File: config.mk
export PLATFORM = sky130hd
export DESIGN_NAME = mem_arbiter
export DESIGN_NICKNAME = d
export VERILOG_FILES = /design/src/rtl/mem_arb_pkg.sv /design/src/rtl/mem_arb_tag_pipe.sv /design/src/rtl/mem_arbiter.sv
export SDC_FILE = /design/constraint.sdc
export NUM_CORES = 1
export LEC_CHECK = 0
export ABC_AREA = 1
export BUFFER_PORTS_ARGS = -buffer_cell sky130_fd_sc_hd__buf_2
export CAP_MARGIN = 20
export CORE_AREA = 2 2 113 115
export CTS_CLUSTER_DIAMETER = 100
export DETAILED_ROUTE_END_ITERATION = 10
export DIE_AREA = 0 0 115 117
export SLEW_MARGIN = 25
export SYNTH_ARGS = -nofsm -noshare
export SYNTH_HDL_FRONTEND = slang
export SYNTH_SLANG_ARGS = --single-unit
File: constraint.sdc
create_clock -name clk -period 2.5 [get_ports clk]
set_input_delay 0.25 -clock clk [delete_from_list [all_inputs] [get_ports clk]]
set_output_delay 0.25 -clock clk [all_outputs]
set_load 0.02 [all_outputs]
File: src/rtl/mem_arb_pkg.sv
// Shared types for the two-requester memory arbiter: requester ids, the
// response tag carried down the latency pipe, and the latency ceiling.
package mem_arb_pkg;

   localparam int RD_LAT_MAX = 4;

   typedef enum logic {
      REQ_IF = 1'b0,
      REQ_D  = 1'b1
   } req_id_t;

   typedef struct packed {
      logic    valid;
      req_id_t id;
      logic    is_write;
   } arb_tag_t;

   // Drops a fetch tag when a redirect is in progress; data tags pass untouched.
   function automatic arb_tag_t kill_if(input arb_tag_t t, input logic flush);
      arb_tag_t r;
      r = t;
      if (flush && (t.id == REQ_IF))
         r.valid = 1'b0;
      return r;
   endfunction

endpackage

File: src/rtl/mem_arb_tag_pipe.sv
// Response tag pipe: RD_LAT stages tracking which requester owns each
// in-flight access, with fetch-tag invalidation on a PC redirect.
module mem_arb_tag_pipe
   import mem_arb_pkg::*;
#(
   parameter int RD_LAT = 1
) (
   input  logic     clk,
   input  logic     reset,
   input  arb_tag_t in_tag,
   input  logic     flush_if,
   output arb_tag_t out_tag
);

   arb_tag_t stage_q [RD_LAT];

   genvar gi;
   generate
      for (gi = 0; gi < RD_LAT; gi++) begin : g_stage
         arb_tag_t tag_reg;
         // The tag entering this cycle belongs to the redirected fetch, so it is never killed.
         if (gi == 0) begin : g_head
            always_ff @(posedge clk or negedge reset) begin
               if (!reset) tag_reg <= '0;
               else        tag_reg <= in_tag;
            end
         end else begin : g_body
            always_ff @(posedge clk or negedge reset) begin
               if (!reset) tag_reg <= '0;
               else        tag_reg <= kill_if(stage_q[gi-1], flush_if);
            end
         end
         assign stage_q[gi] = tag_reg;
      end
   endgenerate

   assign out_tag = kill_if(stage_q[RD_LAT-1], flush_if);

endmodule

File: src/rtl/mem_arbiter.sv
// Shares one memory port between fetch and load/store, routing read data back
// after RD_LAT cycles. MEM_ARB_RR_EN selects round-robin; otherwise data wins.
module mem_arbiter
   import mem_arb_pkg::*;
#(
   parameter int ADDR_W = 32,
   parameter int DATA_W = 32,
   parameter int RD_LAT = 1
) (
   input  logic                clk,
   input  logic                reset,
   input  logic                if_req_valid,
   input  logic [ADDR_W-1:0]   if_req_addr,
   output logic                if_req_ready,
   input  logic                if_flush,
   output logic                if_rsp_valid,
   output logic [DATA_W-1:0]   if_rsp_data,
   input  logic                d_req_valid,
   input  logic                d_req_we,
   input  logic [ADDR_W-1:0]   d_req_addr,
   input  logic [DATA_W-1:0]   d_req_wdata,
   input  logic [DATA_W/8-1:0] d_req_wstrb,
   output logic                d_req_ready,
   output logic                d_rsp_valid,
   output logic [DATA_W-1:0]   d_rsp_data,
   output logic                mem_en,
   output logic                mem_we,
   output logic [ADDR_W-1:0]   mem_addr,
   output logic [DATA_W-1:0]   mem_wdata,
   output logic [DATA_W/8-1:0] mem_wstrb,
   input  logic [DATA_W-1:0]   mem_rdata,
   output logic [15:0]         arb_conflicts
);

   logic     grant_if;
   logic     grant_d;
   logic     write_grant;
   logic     rsp_read;
   logic [15:0] conflicts_reg;
   arb_tag_t in_tag;
   arb_tag_t out_tag;

`ifdef MEM_ARB_RR_EN
   req_id_t last_grant_reg;

   // On contention the side that did not win last time goes first.
   always_comb begin
      grant_d = reset && d_req_valid && (!if_req_valid || (last_grant_reg == REQ_IF));
   end

   always_ff @(posedge clk or negedge reset) begin
      if (!reset)        last_grant_reg <= REQ_IF;
      else if (grant_d)  last_grant_reg <= REQ_D;
      else if (grant_if) last_grant_reg <= REQ_IF;
   end
`else
   always_comb begin
      grant_d = reset && d_req_valid;
   end
`endif

   assign grant_if     = reset && if_req_valid && !grant_d;
   assign if_req_ready = grant_if;
   assign d_req_ready  = grant_d;
   assign write_grant  = grant_d && d_req_we;

   assign mem_en    = grant_if || grant_d;
   assign mem_we    = write_grant;
   assign mem_addr  = grant_d ? d_req_addr : (grant_if ? if_req_addr : '0);
   assign mem_wdata = write_grant ? d_req_wdata : '0;
   assign mem_wstrb = write_grant ? d_req_wstrb : '0;

   always_comb begin
      in_tag          = '0;
      in_tag.valid    = mem_en;
      in_tag.id       = grant_d ? REQ_D : REQ_IF;
      in_tag.is_write = write_grant;
   end

   mem_arb_tag_pipe #(
      .RD_LAT (RD_LAT)
   ) u_tag_pipe (
      .clk      (clk),
      .reset    (reset),
      .in_tag   (in_tag),
      .flush_if (if_flush),
      .out_tag  (out_tag)
   );

   assign rsp_read     = !out_tag.is_write;
   assign if_rsp_valid = out_tag.valid && (out_tag.id == REQ_IF);
   assign d_rsp_valid  = out_tag.valid && (out_tag.id == REQ_D);
   assign if_rsp_data  = (if_rsp_valid && rsp_read) ? mem_rdata : '0;
   assign d_rsp_data   = (d_rsp_valid && rsp_read) ? mem_rdata : '0;

   always_ff @(posedge clk or negedge reset) begin
      if (!reset)
         conflicts_reg <= '0;
      else if (if_req_valid && d_req_valid && (conflicts_reg != 16'hFFFF))
         conflicts_reg <= conflicts_reg + 16'd1;
   end

   assign arb_conflicts = conflicts_reg;

endmodule

==> summary by stage <==
Outcome
The run finished with clean final reports.

Setup path
The worst setup path is of the input port to output pin kind. Data on the critical path is required at its endpoint by 2.25 ns. The kind of start point of the critical path is an input port. The maximum single-stage delay on the critical path is 0.52 ns. Traced cell by cell, the critical path runs through dlygate4sd3_1 > buf_2 > inv_1 > nor3_4 > buf_4 > a22o_1 > buf_2. STA classifies the critical path endpoint as an output pin. The maximum fanout along the worst path is 33.

Among the stages of the critical path, the cell type that occurs most often is sky130_fd_sc_hd__buf_2. For the worst setup path, the data arrival time is 2.05 ns. The slowest stage of the critical path is the sky130_fd_sc_hd__dlygate4sd3_1 cell.

Pwr
The clock network fraction of total power is 0.224. IR analysis of the VDD net gives a maximum drop of 0.000359 V. The reported net switching power is 0.635 mW. Of the total power, combinational logic draws 0.484.

The internal power of the cells totals 0.850 mW. For this design the ratio of total power to cell area is 380 nW/um^2. The completed layout was analyzed and its total power is 1.49 mW. The leakage dissipation is 2.68 nW. The register share of total power is 0.292. The switching part of the total power is 0.428.

Place
At the end of routability-driven placement, the weighted congestion stood at 0.852. The placed cell count is 814. The placed wire-length estimate after detailed placement is 9820 um. Buffers placed on the I/O ports in this run total 291.

Yosys
The most used flip-flop cell after synthesis is sky130_fd_sc_hd__dfrtp_1. The largest area contributor in the netlist is sky130_fd_sc_hd__dfrtp_1. By area the synthesized netlist is led by sky130_fd_sc_hd__dfrtp_1 22%, sky130_fd_sc_hd__nor2_1 20%, sky130_fd_sc_hd__inv_1 15%, sky130_fd_sc_hd__a22o_1 13%, sky130_fd_sc_hd__nand2_1 10%. The distinct cell type count of the synthesized netlist is 26. Synthesis handed over a netlist of 383 instances. The Yosys step of the flow raised 0 warnings. The portion of the post-synthesis area used by sequential elements is 0.217. Of the post-synthesis cell area, the dominant cell type holds 0.217. In this run the cell area of the synthesized design comes to 2190 um^2.

The total of flip-flops plus latches after synthesis is 19. The fraction of registers with async set or reset after synthesis is 1.00. The average size of a mapped cell is 5.73 um^2. The number of enable-type register cells in the synthesized netlist is 0. The number of nets in the synthesized netlist is 522.

Global route
The met1 routing resource usage after global routing is 0.220. The most congested layer reported by global routing is met1. The global routing usage on met2 is 0.209. The overall track demand over capacity in global routing is 0.146. The first global-routing pass estimated 15000 um of wire. The global routing met3 resource utilization is 0.0417. Summed over all layers, the global routing overflow is 0. The number of antenna violations at the first check in global routing is 0.

Entering global routing, the biggest net connects 35 pins. The number of global-route vias before repair came to 2859.

Floorplan
Measured along the y axis, the die boundary spans 117 um. The die width is 115 um. The die footprint is 13500 um^2. The row count is 41.

The top-level I/O count is 292. The initial standard-cell utilization of the core is 0.178. The area of the placeable core is 12300 um^2.

Drt
The number of design-rule violations left by the first detailed-router iteration is 120. The mean number of vias per cell is 4.08. The total wire length after detailed routing is 11300 um.

The average wire per cell in the routed design is 13.8 um. The number of vias after detailed routing is 3338. The number of remaining DRC errors is 0. The number of nets with antenna violations after routing is 0. For this run, the detailed router's first-pass iteration total came to 4.

Cells and area
The filler cells instantiated in the layout total 1420. The register with the most flip-flops in the layout has 16 of them. The library cell used most frequently in the layout, excluding fill and tap cells, is sky130_fd_sc_hd__buf_2. From synthesis to final layout, the design area changed by 77.9%. Summing all multi-input logic gate instances after layout gives 1300 um^2. Leaving out fill and tap cells, the most frequent cells in the layout are 291 x sky130_fd_sc_hd__buf_2, 119 x sky130_fd_sc_hd__nor2_1, 88 x sky130_fd_sc_hd__inv_1, 60 x sky130_fd_sc_hd__nand2_1, 32 x sky130_fd_sc_hd__a22o_1.

For this run, the post-layout net count is 809. The antenna diode count is 0. Leaving out filler cells and counting taps, the final layout contains 819. The register area is 475 um^2. In the final layout, the share of cells above drive strength 1 is 0.478.

STA
The final-report setup violation count is 0. Setup repair after global routing left no endpoint under its margin. The highest clock rate is 0.435 GHz. The final critical path time including I/O delays and setup is 2.30 ns. Dividing the final minimum period by the clock period gives 0.920. Summed over all failing endpoints, the final setup total negative slack is 0 ns. For the pin with the worst max-slew slack, the measured transition is 0.501 ns. In this run the tightest slew margin relative to its limit is 0.663. The number of pins with negative max-slew slack in the final report is 0. Hold is met by 0.375 ns. The number of hold violations in the final report was 0. The worst-case clock skew is 0.00151 ns.

Clocking
The H-tree depth is 1. The root buffer selected by CTS is sky130_fd_sc_hd__clkbuf_16. The number of buffers inserted by hold repair at cts is 1. The total clock buffers created by CTS is 3. The register clock-pin slew on the reported worst setup and hold paths is 0.05 ns. The clock net in this run drives a total of 19 sinks. The count of buffers added by post-CTS timing repair for setup is 0.

The quantity of gates resized following cts is 0. The number of buffers on the longest clock path is 2. The clock reaches the later pin of the worst-skew pair after 0.25 ns. TritonCTS built the clock tree.

Flow run
The tool flagged a number of max-cap violations equal to 0.

Worst hold path
In this run the worst hold path is classified as input port to asynchronous set/reset pin.
[power groups by stage]
stage / sequential, mW / clock [mW] / combinational, mW
2_1_floorplan: 0.481 / 0 / 0.366
3_3_place_gp: 0.439 / 0 / 0.719
3_5_place_dp: 0.439 / 0 / 0.721
4_1_cts: 0.434 / 0.341 / 0.725
5_1_grt: 0.447 / 0.358 / 0.792
6_report: 0.434 / 0.332 / 0.719
[cells by family after synthesis]
| group | after synthesis | synth area share |
|---|---|---|
| AO/OA/AOI/OAI | 45 | 0.169 |
| XOR/XNOR | 6 | 0.0239 |
| adder cells (fa/ha/maj) | 1 | 0.00570 |
| buffers and inverters | 106 | 0.193 |
| flip-flops | 19 | 0.217 |
| AND/OR/NAND/NOR | 206 | 0.392 |
[worst paths after layout]
path                                    from                     to  slack (ns)  depth (start not counted)
min reg2reg                arb_conflicts[12]      arb_conflicts[12]        0.55                          1
min in group clk                    d_req_we  u_tag_pipe.out_tag[0]        0.39                          3
min                                    reset      arb_conflicts[10]        0.38                          2
max in group asynchronous              reset       arb_conflicts[7]        1.67                          3
max                                    reset           mem_addr[30]        0.20                          7
max reg2reg                 arb_conflicts[0]       arb_conflicts[9]        0.79                          8
[cell usage after synthesis (2+ instances only)]
library cell and instances:
sky130_fd_sc_hd__nand2_2 5, sky130_fd_sc_hd__a22o_1 32, sky130_fd_sc_hd__dfrtp_1 19, sky130_fd_sc_hd__nor2_1 119, sky130_fd_sc_hd__nand4_1 5, sky130_fd_sc_hd__nor2_4 3, sky130_fd_sc_hd__nand3_1 8, sky130_fd_sc_hd__nor2_2 2
sky130_fd_sc_hd__inv_1 88, sky130_fd_sc_hd__xor2_1 2, sky130_fd_sc_hd__o21ai_2 6, sky130_fd_sc_hd__buf_2 12, sky130_fd_sc_hd__o21ai_0 5, sky130_fd_sc_hd__xnor2_1 4, sky130_fd_sc_hd__clkbuf_1 3, sky130_fd_sc_hd__nand2_1 60
[critical path: cells and delay by family]
| kind | cells | cell delay [ns] |
|---|---|---|
| and+or+nand+nor | 1 | 0.15 |
| buffers and inverters | 5 | 1.38 |
| AOI/OAI and AO/OA | 1 | 0.24 |
[routing by layer]
layer  wire length (um)  part of all wire  vias to the layer above
li1                   -                 -                     1723
met1               5380              0.47                     1425
met2               4690              0.41                      186
met3               1210              0.11                        4
met4                 54            0.0048                        0
met5                  0                 0                        -
[final cells by class]
class	instances	area share
tap	150	0.0481
inverter	90	0.0865
timing repair buffer	298	0.390
sequential	19	0.122
clock buffer	4	0.0202
multi-input combinational	258	0.333
[stage by stage]
step                       util  instance area, um^2  worst slack [ns]
after global routing      0.317                 3910            0.0291
after global placement    0.310                 3820             0.764
after detailed placement  0.310                 3820             0.740
after floorplan               -                 2190             0.745
after CTS                 0.317                 3910             0.203
final                     0.317                 3910             0.200
No activity file was read; power rests on OpenSTA's default activity.
